--- src/rtl/ptosda_tx_pkg.sv ---
// Shared definitions for the two-wire parallel-to-serial transmitter:
// state encoding, frame slot counts and the frame-length helper.
package ptosda_tx_pkg;

    typedef enum logic [2:0] {
        ST_IDLE  = 3'd0,
        ST_START = 3'd1,
        ST_BIT   = 3'd2,
        ST_STOP  = 3'd3,
        ST_GAP   = 3'd4
    } state_e;

    localparam int START_SLOTS = 2;
    localparam int BIT_PHASES  = 4;
    localparam int STOP_PHASES = 4;
    localparam int GAP_SLOTS   = 2;

    // Wide enough for the longest phase sequence (4 phases).
    localparam int PH_W = 2;

    // clk cycles from acceptance edge to the edge that re-asserts ready
    function automatic int frame_clks(input int data_w, input int tick_div);
        return (START_SLOTS + BIT_PHASES * data_w + STOP_PHASES + GAP_SLOTS) * tick_div;
    endfunction

endpackage

--- src/rtl/ptosda_tx_slot_tick_gen.sv ---
// Slot timer: emits a one-clk tick on the last clk of every TICK_DIV-clk slot
// while enabled; a synchronous clear restarts the slot.
module slot_tick_gen #(
    parameter int TICK_DIV = 4
) (
    input  logic clk,
    input  logic rst_n,
    input  logic en_i,
    input  logic clr_i,
    output logic tick_o
);

    localparam int CW = (TICK_DIV > 1) ? $clog2(TICK_DIV) : 1;
    localparam logic [CW-1:0] LAST = CW'(TICK_DIV - 1);

    logic [CW-1:0] cnt_q;
    logic [CW-1:0] cnt_d;

    // next count: clear wins, otherwise wrap at the slot end while enabled
    always_comb begin
        cnt_d = cnt_q;
        if (clr_i) begin
            cnt_d = '0;
        end else if (en_i) begin
            if (cnt_q == LAST) begin
                cnt_d = '0;
            end else begin
                cnt_d = cnt_q + CW'(1);
            end
        end else begin
            cnt_d = cnt_q;
        end
    end

    // count register
    always_ff @(posedge clk) begin
        if (!rst_n) begin
            cnt_q <= '0;
        end else begin
            cnt_q <= cnt_d;
        end
    end

    assign tick_o = en_i && !clr_i && (cnt_q == LAST);

endmodule

--- src/rtl/ptosda_tx.sv ---
// Two-wire frame transmitter: accepts a word on valid/ready and sends
// start, DATA_W bits MSB first, stop and a bus-free gap on registered scl/sda.
module ptosda_tx
    import ptosda_tx_pkg::*;
#(
    parameter int DATA_W   = 4,
    parameter int TICK_DIV = 4
) (
    input  logic              clk,
    input  logic              rst_n,
    input  logic [DATA_W-1:0] data,
    input  logic              valid,
    output logic              ready,
    output logic              busy,
    output logic              done,
    output logic              scl,
    output logic              sda
);

    localparam int BW = (DATA_W > 1) ? $clog2(DATA_W) : 1;
    localparam logic [BW-1:0]   BIT_LAST   = BW'(DATA_W - 1);
    localparam logic [PH_W-1:0] START_LAST = PH_W'(START_SLOTS - 1);
    localparam logic [PH_W-1:0] GAP_LAST   = PH_W'(GAP_SLOTS - 1);

    state_e            state_q, state_d;
    logic [DATA_W-1:0] shift_q, shift_d;
    logic [BW-1:0]     bit_q, bit_d;
    logic [PH_W-1:0]   phase_q, phase_d;
    logic              scl_q, scl_d;
    logic              sda_q, sda_d;
    logic              ready_q, ready_d;
    logic              busy_q, busy_d;
    logic              done_q, done_d;
    logic              accept_s;
    logic              tick_s;

    slot_tick_gen #(.TICK_DIV(TICK_DIV)) u_tick (
        .clk    (clk),
        .rst_n  (rst_n),
        .en_i   (busy_q),
        .clr_i  (accept_s),
        .tick_o (tick_s)
    );

    // next-state logic; line values for a slot are loaded on the edge that starts it
    always_comb begin
        state_d  = state_q;
        shift_d  = shift_q;
        bit_d    = bit_q;
        phase_d  = phase_q;
        scl_d    = scl_q;
        sda_d    = sda_q;
        ready_d  = ready_q;
        busy_d   = busy_q;
        done_d   = 1'b0;
        accept_s = 1'b0;
        case (state_q)
            ST_IDLE: begin
                if (valid) begin
                    accept_s = 1'b1;
                    state_d  = ST_START;
                    shift_d  = data;
                    bit_d    = '0;
                    phase_d  = '0;
                    scl_d    = 1'b1;
                    sda_d    = 1'b0;
                    ready_d  = 1'b0;
                    busy_d   = 1'b1;
                end else begin
                    scl_d   = 1'b1;
                    sda_d   = 1'b1;
                    ready_d = 1'b1;
                    busy_d  = 1'b0;
                end
            end
            ST_START: begin
                if (tick_s) begin
                    if (phase_q == START_LAST) begin
                        state_d = ST_BIT;
                        phase_d = '0;
                        scl_d   = 1'b0;
                    end else begin
                        phase_d = phase_q + PH_W'(1);
                    end
                end else begin
                    phase_d = phase_q;
                end
            end
            ST_BIT: begin
                if (tick_s) begin
                    case (phase_q)
                        2'd0: begin
                            phase_d = 2'd1;
                            sda_d   = shift_q[DATA_W-1];
                        end
                        2'd1: begin
                            phase_d = 2'd2;
                            scl_d   = 1'b1;
                        end
                        2'd2: begin
                            phase_d = 2'd3;
                        end
                        2'd3: begin
                            phase_d = 2'd0;
                            scl_d   = 1'b0;
                            shift_d = shift_q << 1;
                            if (bit_q == BIT_LAST) begin
                                state_d = ST_STOP;
                                bit_d   = '0;
                            end else begin
                                bit_d = bit_q + BW'(1);
                            end
                        end
                        default: begin
                            phase_d = '0;
                        end
                    endcase
                end else begin
                    phase_d = phase_q;
                end
            end
            ST_STOP: begin
                if (tick_s) begin
                    case (phase_q)
                        2'd0: begin
                            phase_d = 2'd1;
                            sda_d   = 1'b0;
                        end
                        2'd1: begin
                            phase_d = 2'd2;
                            scl_d   = 1'b1;
                        end
                        2'd2: begin
                            phase_d = 2'd3;
                            sda_d   = 1'b1;
                        end
                        2'd3: begin
                            state_d = ST_GAP;
                            phase_d = '0;
                        end
                        default: begin
                            phase_d = '0;
                        end
                    endcase
                end else begin
                    phase_d = phase_q;
                end
            end
            ST_GAP: begin
                if (tick_s) begin
                    if (phase_q == GAP_LAST) begin
                        state_d = ST_IDLE;
                        phase_d = '0;
                        ready_d = 1'b1;
                        busy_d  = 1'b0;
                        done_d  = 1'b1;
                    end else begin
                        phase_d = phase_q + PH_W'(1);
                    end
                end else begin
                    phase_d = phase_q;
                end
            end
            default: begin
                state_d = ST_IDLE;
                phase_d = '0;
                bit_d   = '0;
                scl_d   = 1'b1;
                sda_d   = 1'b1;
                ready_d = 1'b1;
                busy_d  = 1'b0;
            end
        endcase
    end

    // state and output registers; reset aborts any frame with the bus released
    always_ff @(posedge clk) begin
        if (!rst_n) begin
            state_q <= ST_IDLE;
            shift_q <= '0;
            bit_q   <= '0;
            phase_q <= '0;
            scl_q   <= 1'b1;
            sda_q   <= 1'b1;
            ready_q <= 1'b1;
            busy_q  <= 1'b0;
            done_q  <= 1'b0;
        end else begin
            state_q <= state_d;
            shift_q <= shift_d;
            bit_q   <= bit_d;
            phase_q <= phase_d;
            scl_q   <= scl_d;
            sda_q   <= sda_d;
            ready_q <= ready_d;
            busy_q  <= busy_d;
            done_q  <= done_d;
        end
    end

    assign ready = ready_q;
    assign busy  = busy_q;
    assign done  = done_q;
    assign scl   = scl_q;
    assign sda   = sda_q;

endmodule

--- config.mk ---
export PLATFORM = sky130hd
export DESIGN_NAME = ptosda_tx
export DESIGN_NICKNAME = d
export VERILOG_FILES = /design/src/rtl/ptosda_tx_pkg.sv /design/src/rtl/ptosda_tx_slot_tick_gen.sv /design/src/rtl/ptosda_tx.sv
export SDC_FILE = /design/constraint.sdc
export NUM_CORES = 1
export LEC_CHECK = 0
export BUFFER_PORTS_ARGS = -buffer_cell sky130_fd_sc_hd__buf_2
export CORE_UTILIZATION = 45
export DETAILED_ROUTE_END_ITERATION = 6
export GPL_TIMING_DRIVEN = 0
export PLACE_DENSITY = 0.71
export SETUP_SLACK_MARGIN = 0.3
export SLEW_MARGIN = 20
export SYNTH_ARGS = -nofsm -noshare
export SYNTH_HDL_FRONTEND = slang
export SYNTH_SLANG_ARGS = --single-unit
--- constraint.sdc ---
create_clock -name clk -period 3.1 [get_ports clk]
set_input_delay 0.62 -clock clk [delete_from_list [all_inputs] [get_ports clk]]
set_output_delay 0.62 -clock clk [all_outputs]
set_load 0.1 [all_outputs]
* Word-level counts from Yosys, hierarchy flattened
Index checks and enable logic that the tools add are counted.
** Operators by class
- Bitwise operators :: 5
- Mux-type cells :: 44
- Equality and inequality tests :: 25
- Add/subtract/negate cells :: 3
- Reduce and logical (&&, ||, !) cells :: 19
** Operators with widths (count)
- 2-to-1 mux 3 bit :: 10
- inequality test 2 bit (second input constant) :: 11
- 2-to-1 mux 2 bit :: 8
- case mux 3 bit (5 select lines) :: 1
- 2-to-1 mux 1 bit :: 12
- 2-to-1 mux 4 bit :: 3
- case mux 2 bit (3 select lines) :: 2
- AND reduction 10 bit :: 1
- AND reduction 3 bit :: 3
- == test 2 bit (second input constant) :: 4
- case mux 1 bit (4 select lines) :: 2
- case mux 2 bit (4 select lines) :: 1
- case mux 4 bit (2 select lines) :: 1
- AND reduction 4 bit :: 2
- AND reduction 7 bit :: 1
- adder 2 x 1 -> 2 bit (second input constant) :: 3
- == test 3 x 2 -> 1 bit (second input constant) :: 2
- inequality test 2 x 1 -> 1 bit (second input constant) :: 3
- case mux 1 bit (3 select lines) :: 2
- OR reduction 2 bit :: 3
- OR reduction 3 bit :: 2
- inverter 1 bit :: 5
- AND reduction 5 bit :: 1
- case mux 1 bit (2 select lines) :: 2
- other kinds (10) :: 11
** Storage, ports and cells
- Word-level logic and storage cells :: 106
- Register bits after elaboration :: 18
- Output and inout port bits :: 5

* Depth between registers and ports, before layout
Gate-level depths: netlist of the first run.
- Word-level depth :: 7
- Depth in mapped cells :: 7
- Depth with buffers taken out :: 6

* Cells and area by module
From an unflattened synthesis of the first run, not the netlist that was laid out.
** Unflattened totals
- Cell total of the unflattened synthesis :: 139
- Area, all modules :: 1243.7 sq um
** Modules (own cells, without submodules)
- ptosda_tx :: times used 1, cells an instance 129, sequential area each 320.3 sq um, area an instance 1138.6 sq um
- slot_tick_gen :: times used 1, cells an instance 10, sequential area each 40.0 sq um, area an instance 105.1 sq um

* Worst setup path after synthesis of the first run
No wires, ideal clock.
- Path kind :: register -> register
- Start :: reg busy_q (netlist: busy)
- End :: reg bit_q[0]
- Data arrival time :: 2.144 ns
- Cell stages (with the launch flop) :: 6
- Period minus slack after synthesis :: 2.214 ns
- Library setup time :: 0.070 ns
- Slack :: 0.886 ns
- Path through :: dfxtp_1 buf_2 and4b_1 o2bb2ai_1 or4b_1 a21oi_1
** On the way
- Word-level cells in the longest chain between the ends :: 4
** RTL lines
- start, declared :: line ptosda_tx.sv:32 : logic busy_q, busy_d;
- start signal, assigned :: line ptosda_tx.sv:196 : busy_q <= busy_d;
- logical AND 1 bit (2 in a row) :: line ptosda_tx_slot_tick_gen.sv:44 : assign tick_o = en_i && !clr_i && (cnt_q == LAST);
- inequality test 2 bit (no line)
- AND reduction 4 bit (no line)
- end signal, assigned :: line ptosda_tx.sv:191 : bit_q <= bit_d;
- end, declared :: line ptosda_tx.sv:27 : logic [BW-1:0] bit_q, bit_d;
Every way passes these cells.
A chain may end at the register's enable or synchronous reset.

* Worst setup path in the final report of the first run
- Start :: reg phase_q[1]
- End :: reg busy_q (netlist: busy)
** On the way
- Word-level cells in the longest chain between the ends :: 3
** RTL lines
- start, declared :: line ptosda_tx.sv:28 : logic [PH_W-1:0] phase_q, phase_d;
- start signal, assigned :: line ptosda_tx.sv:192 : phase_q <= phase_d;
- == test 2 x 1 -> 1 bit :: line ptosda_tx.sv:151 : if (phase_q == GAP_LAST) begin
- inequality test 2 bit (no line)
- AND reduction 3 bit (no line)
Every way passes these cells.

==> out/qor.yml, run 1 <==
synth.distinct_cells: 46
grt.total_usage_pct: 21.1
pwr_density_cell_nw_per_um2: 413
fin_setup_tns_ns: 0
arrival_ns: 2.03
clock-root-buffer: "clkbuf_4"
ys_warn_count: 0
syn-cell-area_um2: 1180
finalWorstPathRequiredPeriod_ns: 1.80
cp.required_ns: 3.34
synth_top_area_cell: "dfxtp_1"
critPathKind: "reg2reg"
place_hpwl_um: 1860
fp.dieH_um: 53.2
place_congestion: 0.870
finalWirelength_um: 2610
worstSetupEndpoint: "busy"
leakage_uw: 0.000514
final_nets: 165
period_share_pct: 57.9
irDropWorstVdd_mv: 0.185
relSlewSlack_pct: 68.8
cts_resized: 0
seq_area_frac_synth_pct: 30.5
clk_pin_slew_ns: 0.12
vias_per_cell: 5.97
synth_edf_count: 0
setup_viol: 0
yosysMostFrequentCell: "dfxtp_1"
grt_pass1_wl_um: 4320
final_cell_area_um2: 1310
async_flop_share_pct: 0
drive_above_1_share_pct: 18.7
startpoint: "phase_q[1]"
num_rows: 18
core_um2: 2480
synth_ff_type: "dfxtp_1"
postCtsSetupRepairBufs: 0
clockBufferDepth: 2
p_int_uw: 360
holdBufCountCts: 0
hold_slack_ns: 0.479
cts_buffers: 3
critPathMaxStageDelay_ns: 0.39
clock_latency_ns: 0.30
wl_per_cell_um: 14.5
final_cell_count_no_fill: 180
die_x_um: 53.2
timing.fmax_mhz: 557
p_sw_share_pct: 33.3
placed_cell_area_um2: 1270
max_cap_violations: 0
timing.rr.end: "busy"
htreeDepth: 1
p_clk_share_pct: 28.6
synthToLayoutAreaGrowth_pct: 10.9
syn_nets: 149
report.final.hold_viol_count: 0
power.switching_uw: 180
die-area_um2: 2830
syn_area_per_cell_um2: 8.74
start_util_pct: 47.6
grt_overflow: 0
seq_power_share_pct: 47.0
diodes: 0
r2r_setup_slack_ns: 1.30
ios: 12
cp-start-kind: "flip-flop"
synth_top_area_share_pct: 30.5
grt_max_degree: 11
antenna_left: 0
synth_area_leaders: "dfxtp_1 (31%), ha_1 (7.4%), mux2i_1 (5.1%), a211oi_1 (4.5%), a21oi_1 (3.0%)"
netlist_instances: 135
synthTopCellsByCount: "dfxtp_1 (18), nand2_1 (9), nor2_1 (9)"
clock_sinks: 18
status: "finished clean"
grt_pass1_vias: 986
via_count: 1075
dp_cells: 176
rsz0062_at_grt: "no"
final_max_slew_viol_count: 0
cts_tree: "done"
worst_pin_slew_ns: 0.466
first_iter_violations: 35
min_path_type: "reg2reg"
p_comb_share_pct: 24.4
r2r_start: "phase_q[1]"
slowest_stage: "dfxtp_1"
reg2reg_depth: 6
cp-end-kind: "flip-flop"
port_buffers: 11
dr.pass1.iters: 5
antenna_found_initial: 0
crit_chain: "inv_1 -> ha_1 -> nor4b_2 -> a211oi_1 -> a311o_1 -> a21oi_1"
route.detailed.drc: 0
worst-path-max-fanout: 6
synth-seq-cells: 18
clock_skew_ns: 0.00652
[cells by family (layout without fill, tap and decap cells)]
family	count (synthesis)	after routing	synth area share, %
flops	18	18	30.5
mux	6	6	5.09
xor+xnor	1	1	0.742
buf+inv	15	30	7.00
simple gates	49	49	24.7
fa+ha+maj	7	7	7.42
compound gates	39	39	24.5
[final cells by class]
| type | count | area (um2) |
|---|---|---|
| Multi-Input combinational cell | 102 | 737 |
| Clock buffer | 4 | 36.3 |
| Buffer | 10 | 63.8 |
| Sequential cell | 18 | 360 |
| Tap cell | 30 | 37.5 |
| Fill cell | 234 | 1170 |
| Timing Repair Buffer | 11 | 55.1 |
| Inverter | 5 | 18.8 |
[cells in the final DEF, fill, tap and decap left out, types with 3 or more instances in the layout]
cell type and n:
a211oi_1 7, a21oi_1 7, buf_2 14, clkbuf_4 3, dfxtp_1 18, ha_1 7, inv_1 5, mux2i_1 6
nand2_1 9, nand2b_1 3, nand4_1 3, nor2_1 9, nor2b_1 5, nor3_1 6, o21ai_0 6
[registers in the layout (all words and copies together) (netlist names), 2 cells and up]
register / count
state_q: 3
bit_q: 2
shift_q: 4
phase_q: 2
u_tick.cnt_q: 2
[worst max-delay path: cells and delay by family, from the launching register on]
| kind | cells | cell delay, ns |
|---|---|---|
| compound gates | 3 | 0.63 |
| flops | 1 | 0.39 |
| simple gates | 1 | 0.32 |
| fa+ha+maj | 1 | 0.28 |
| buf+inv | 1 | 0.09 |
[power by group through the flow]
stage	sequential [uW]	combinational (uW)	clock, uW
2_1_floorplan	287	75.3	0
3_3_place_gp	258	128	0
3_5_place_dp	259	130	0
4_1_cts	254	131	155
5_1_grt	257	143	164
6_report	254	132	154
[layer usage]
layer / share of wire [%] / vias up / GRT usage, % / wire length [um]
met1: 46 / 501 / 27.8 / 1190
met2: 47 / 41 / 34.4 / 1230
li1: - / 526 / - / -
met5: 0 / - / 0 / 0
met4: 1.6 / 0 / 7.89 / 42
met3: 5.5 / 7 / 2.87 / 142
[worst min path at each step]
| stage | startpoint | end | slack [ns] | depth (start not counted) |
|---|---|---|---|---|
| finish | bit_q[0] | bit_q[0] | 0.48 | 2 |
| global route | bit_q[1] | bit_q[1] | 0.50 | 2 |
| CTS | bit_q[1] | bit_q[1] | 0.48 | 2 |
| detailed placement | scl | scl | 0.47 | 1 |
| global placement | scl | scl | 0.44 | 1 |
| floorplan | bit_q[1] | bit_q[1] | 0.44 | 2 |
[through the flow]
| stage | utilization (%) | setup slack (ns) | power (uW) |
|---|---|---|---|
| 4_1_cts | 52.8 | 1.33 | 540 |
| 3_5_place_dp | 51.4 | 1.24 | 390 |
| 2_1_floorplan | - | 0.886 | 362 |
| 3_3_place_gp | 51.4 | 1.25 | 386 |
| 6_report | 52.8 | 1.30 | 540 |
| 5_1_grt | 52.8 | 1.15 | 563 |
Note: power is estimated with default switching activity, not from simulation.
==> inputs of run 2 (changes only) <==
--- a/config.mk
+++ b/config.mk
@@ -5,11 +5,12 @@
 export SDC_FILE = /design/constraint.sdc
 export NUM_CORES = 1
 export LEC_CHECK = 0
+export ABC_AREA = 1
 export BUFFER_PORTS_ARGS = -buffer_cell sky130_fd_sc_hd__buf_2
 export CORE_UTILIZATION = 45
 export DETAILED_ROUTE_END_ITERATION = 6
 export GPL_TIMING_DRIVEN = 0
-export PLACE_DENSITY = 0.71
+export PLACE_DENSITY = 0.73
 export SETUP_SLACK_MARGIN = 0.3
 export SLEW_MARGIN = 20
 export SYNTH_ARGS = -nofsm -noshare
==> constraint.sdc (replaced) <==
create_clock -name clk -period 1.58 [get_ports clk]
set_input_delay 0.316 -clock clk [delete_from_list [all_inputs] [get_ports clk]]
set_output_delay 0.316 -clock clk [all_outputs]
set_load 0.1 [all_outputs]
==> run 2 against run 1 <==
Register-to-register slack worse by 1.1 ns. Sequential power grew to 3.0 times the previous value. Global-route usage up 2.2 points. Critical path type unchanged. Largest cell class unchanged. Largest power group is now combinational cells. Highest routed layer unchanged.
==> out/qor.yml, run 2 <==
power.switching_uw: 1740
timing.fmax_mhz: 748
grt.total_usage_pct: 23.3
seq_area_frac_synth_pct: 30.4
critPathBufInv: 4
cp-end-kind: "flip-flop"
synth_top_area_cell: "dfxtp_1"
p_sw_share_pct: 51.2
critPathMaxStageDelay_ns: 0.43
status: "finished clean"
p_int_uw: 1660
rsz0062_at_grt: "yes"
final_max_slew_viol_count: 0
cp-start-kind: "flip-flop"
final_cell_count_no_fill: 250
critPathKind: "reg2reg"
p_clk_share_pct: 7.7
crit_chain: "inv_8 -> buf_12 -> nand3_2 -> buf_4 -> buf_4 -> nand2_1 -> nor4_1"
arrival_ns: 1.55
worst_path_most_repeated_cell: "buf_4"
vias_per_cell: 5.16
async_flop_share_pct: 0
start_util_pct: 47.8
report.final.hold_viol_count: 0
antenna_found_initial: 0
fin_setup_tns_ns: 0
cts_buffers: 3
max_cap_violations: 0
dp_cells: 225
largest_reg_flops: 4
seq_power_share_pct: 22.2
via_count: 1289
met3_usage_pct: 3.16
grt_overflow: 0
num_rows: 18
top_register: "shift_q"
syn_area_per_cell_um2: 6.43
clk_pin_slew_ns: 0.11
final_cell_mix: "nand2_1 (45), nor2_1 (23), inv_1 (21)"
clock_latency_ns: 0.32
layout_commonest_cell: "nand2_1"
finalWorstPathRequiredPeriod_ns: 1.34
synth_top_area_share_pct: 30.4
final_nets: 235
period_share_pct: 84.7
synth_ff_type: "dfxtp_1"
grt_max_degree: 11
largestRegisters: "shift_q (4), state_q (3)"
slowest_stage: "dfxtp_4"
grt_pass1_wl_um: 4720
route.detailed.drc: 0
ys_warn_count: 0
netlist_instances: 184
fp.dieH_um: 53.3
min_path_type: "in2reg"
port_buffers: 11
hold_slack_ns: 0.263
cp_top_family: "flip-flops"
cts_tree: "done"
antenna_left: 0
core_um2: 2480
first_iter_violations: 33
die-area_um2: 2840
synth_edf_count: 0
drive_above_1_share_pct: 40.0
setup_viol: 0
htreeDepth: 1
synth-seq-cells: 18
leakage_uw: 0.000879
syn_nets: 198
cp.required_ns: 1.79
synthToLayoutAreaGrowth_pct: 46.9
place_congestion: 0.872
use_met2_pct: 40.0
clockBufferDepth: 2
clock-root-buffer: "clkbuf_4"
pwr_density_cell_nw_per_um2: 1960
dr.pass1.iters: 4
met1_usage_pct: 26.4
worst_pin_slew_ns: 0.289
clock_sinks: 18
finalWirelength_um: 3210
grt_pass1_vias: 1174
place_hpwl_um: 1940
wl_per_cell_um: 12.9
irDropWorstVdd_mv: 1.05
syn-cell-area_um2: 1180
relSlewSlack_pct: 80.6
ios: 12
yosysMostFrequentCell: "nand2_1"
die_x_um: 53.3
diodes: 0
synthTopCellsByCount: "nand2_1 (57), nor2_1 (26), inv_1 (25)"
worst-path-max-fanout: 5
synth_area_leaders: "dfxtp_1 (30%), nand2_1 (18%), nor2_1 (8.2%), inv_1 (7.9%), ha_1 (7.4%)"
utilization_pct: 70.2
synth.distinct_cells: 25
top_usage_layer: "met2"
p_comb_share_pct: 70.1
holdBufCountCts: 0
clock_skew_ns: 0.00734
run 2: metrics by stage:
step / total power [uW] / worst slack (ns) / area [um2]
after floorplan: 2030 / 0.311 / 1190
after CTS: 3030 / 0.282 / 1570
after detailed placement: 2320 / 0.117 / 1280
after global placement: 2250 / 0.145 / 1280
after global routing: 3630 / 0.171 / 1740
final: 3410 / 0.242 / 1740
run 2: cells by family after synthesis:
kind of cell,Yosys count,share of synthesized area [%]
buf+inv,29,10.1
flops,18,30.4
compound gates,15,6.77
fa+ha+maj,7,7.40
simple gates,115,45.2
run 2: per-layer routing:
metal,routed length [um],share of wire [%]
met1,1430,44
met2,1570,49
met3,107,3.3
met4,113,3.5
met5,0,0
run 2: layout make-up:
class,count,area [um2]
Timing Repair Buffer,32,280
Clock buffer,4,26.3
Buffer,2,16.3
Sequential cell,18,385
Fill cell,183,738
Inverter,27,109
Tap cell,30,37.5
Multi-Input combinational cell,137,885
run 2: tightest hold or removal path: cells and delay by family:
family,cells,cell delay (ns)
buffers and inverters,1,0.14
AND/OR/NAND/NOR,2,0.10
run 2: power groups by stage:
stage,Sequential (uW),Clock (uW),Combinational [uW]
final,756,264,2390
after global routing,773,276,2580
after CTS,728,266,2040
after detailed placement,732,0,1580
after global placement,723,0,1530
after floorplan,984,0,1050
run 2: worst paths after layout:
path | end | cells after the start | slack (ns) | startpoint
worst max-delay path | done | 7 | 0.24 | state_q[2]
worst min-delay path | phase_q[0] | 3 | 0.26 | rst_n
worst max register to register | done | 7 | 0.24 | state_q[2]
worst min register to register | scl | 2 | 0.48 | scl
run 2: repair_timing:
item | CTS | global route
gates cloned | 0 | 0
setup endpoints to repair | 20 | 17
setup buffers | 17 | 4
resized for setup | 40 | 34
pin swaps | 13 | 9
==> inputs of run 3 (changes only) <==
--- a/config.mk
+++ b/config.mk
@@ -5,7 +5,7 @@
 export SDC_FILE = /design/constraint.sdc
 export NUM_CORES = 1
 export LEC_CHECK = 0
-export ABC_AREA = 1
+export ABC_AREA = 0
 export BUFFER_PORTS_ARGS = -buffer_cell sky130_fd_sc_hd__buf_2
 export CORE_UTILIZATION = 45
 export DETAILED_ROUTE_END_ITERATION = 6
==> constraint.sdc (replaced) <==
create_clock -name clk -period 1.08 [get_ports clk]
set_input_delay 0.216 -clock clk [delete_from_list [all_inputs] [get_ports clk]]
set_output_delay 0.216 -clock clk [all_outputs]
set_load 0.1 [all_outputs]
==> run 3 against run 2 <==
The flow now finishes with violations (setup timing). Sequential share of layout area decreased by 0.51 points. Combinational power shrank 75%. Final cell count down 19%. Global-route usage grew 3.9 points. Critical path type unchanged. Critical endpoint is now shift_q[3].
==> out/qor.yml, run 3 (synthesized netlist as in run 1, its figures left out) <==
status: "finished, violations left"
violations: "setup timing"
min_path_type: "in2reg"
dp_cells: 176
cp-start-kind: "flip-flop"
report.final.hold_viol_count: 0
top_register: "shift_q"
clock_latency_ns: 0.30
port_buffers: 11
grt_pass1_wl_um: 5440
r2r_start: "phase_q[0]"
clockBufferDepth: 2
num_rows: 18
hold_slack_ns: 0.171
setup_ws_ns: -0.499
timing.rr.end: "shift_q[3]"
timing.fmax_mhz: 633
worst_pin_slew_ns: 0.665
fin_total_pwr_uw: 1690
antenna_left: 0
cp.required_ns: 1.29
worstSetupEndpoint: "shift_q[3]"
largest_reg_flops: 4
dr.pass1.iters: 4
max_cap_violations: 0
clk_pin_slew_ns: 0.11
final_cell_mix: "buf_4 (16), buf_6 (11), dfxtp_4 (8)"
first_iter_violations: 52
place_hpwl_um: 2040
rsz0062_at_grt: "yes"
final_cell_count_no_fill: 202
min_path_cells: 3
fillCellCount: 167
period_share_pct: 146
synthToLayoutAreaGrowth_pct: 54.8
reg2reg_depth: 6
grt_pass1_vias: 1195
htreeDepth: 1
wl_per_cell_um: 17.9
final_nets: 187
die-area_um2: 2830
cts_buffers: 3
multi_input_area_um2: 903
leakage_uw: 0.000706
clock-root-buffer: "clkbuf_4"
drive_above_1_share_pct: 55.8
startpoint: "phase_q[0]"
final_cell_area_um2: 1830
cts_tree: "done"
r2r_setup_slack_ns: -0.50
finalWorstPathRequiredPeriod_ns: 1.58
finalWirelength_um: 3610
fp.dieH_um: 53.2
place_congestion: 0.852
via_count: 1280
die_x_um: 53.2
layout_commonest_cell: "buf_4"
route.detailed.drc: 0
ios: 12
arrival_ns: 1.79
cp-end-kind: "flip-flop"
largestRegisters: "shift_q (4), state_q (3)"
placed_cell_area_um2: 1360
grt_max_degree: 11
core_um2: 2480
setup_viol: 17
critPathKind: "reg2reg"
final-seq-area_um2: 395
clock_skew_ns: 0.00575
irDropWorstVdd_mv: 0.711
worst-path-max-fanout: 5
utilization_pct: 73.7
antenna_found_initial: 0
grt_overflow: 0
grt.total_usage_pct: 27.2
final_max_slew_viol_count: 0
diodes: 0
pwr_density_cell_nw_per_um2: 926
start_util_pct: 47.6
clock_sinks: 18
relSlewSlack_pct: 55.7
vias_per_cell: 6.34
==> run 3: changes by cell type in the layout (fill, tap and decap cells not counted), sizes merged, moves of 5 or more <==
cell    delta
buf        +7
nand2     -53
nor2      -21
mux2i      +6
nor3       +5
nor2b      +5
inv       -22
nand3     -16
a211oi     +8
==> run 3: report_power, final <==
part	internal, uW	total (uW)	switching, uW
Sequential	698	743	45.2
Combinational	262	586	325
Clock	144	363	219
Total	1100	1690	589
==> run 3: timing repair <==
action | CTS | global route
gates resized for setup | 51 | 24
pin swaps | 31 | 14
hold buffers | 0 | 0
endpoints found under the setup margin | 23 | 23
buffers inserted | 20 | 2
==> run 3: routing by layer <==
layer  track usage, %  part of all wire (%)  vias up
li1                 -                     -      575
met1             31.9                    42      623
met2             44.8                    48       59
met3             4.60                   6.1       23
met4             17.5                   4.2        0
met5                0                     0        -
==> run 3: how the worst min path moves through the flow <==
stage	start	end	slack, ns
final	rst_n	u_tick.cnt_q[0]	0.17
after global routing	rst_n	sda	0.16
after CTS	rst_n	u_tick.cnt_q[0]	0.17
after detailed placement	scl	scl	0.46
after global placement	bit_q[1]	bit_q[1]	0.45
after floorplan	rst_n	sda	0.29
==> run 3: layout make-up <==
| cell class | instances | area share, % |
|---|---|---|
| Tap cell | 30 | 2.05 |
| Buffer | 10 | 6.85 |
| Multi-Input combinational cell | 102 | 49.5 |
| Clock buffer | 4 | 1.44 |
| Timing Repair Buffer | 33 | 17.4 |
| Inverter | 5 | 1.16 |
| Sequential cell | 18 | 21.6 |
==> run 3: per-stage QoR <==
step | setup WS, ns | TNS, ns
2_1_floorplan | -0.514 | -5.65
3_3_place_gp | -0.576 | -6.91
3_5_place_dp | -0.604 | -7.66
4_1_cts | -0.470 | -6.63
5_1_grt | -0.580 | -7.88
6_report | -0.499 | -7.02
==> run 3: worst max-delay path: stages (launching register included) <==
cell	delay [ns]
dfxtp_4	0.40
ha_4	0.17
nand4_1	0.13
a211oi_4	0.34
buf_6	0.18
nor2_2	0.04
a211oi_1	0.22
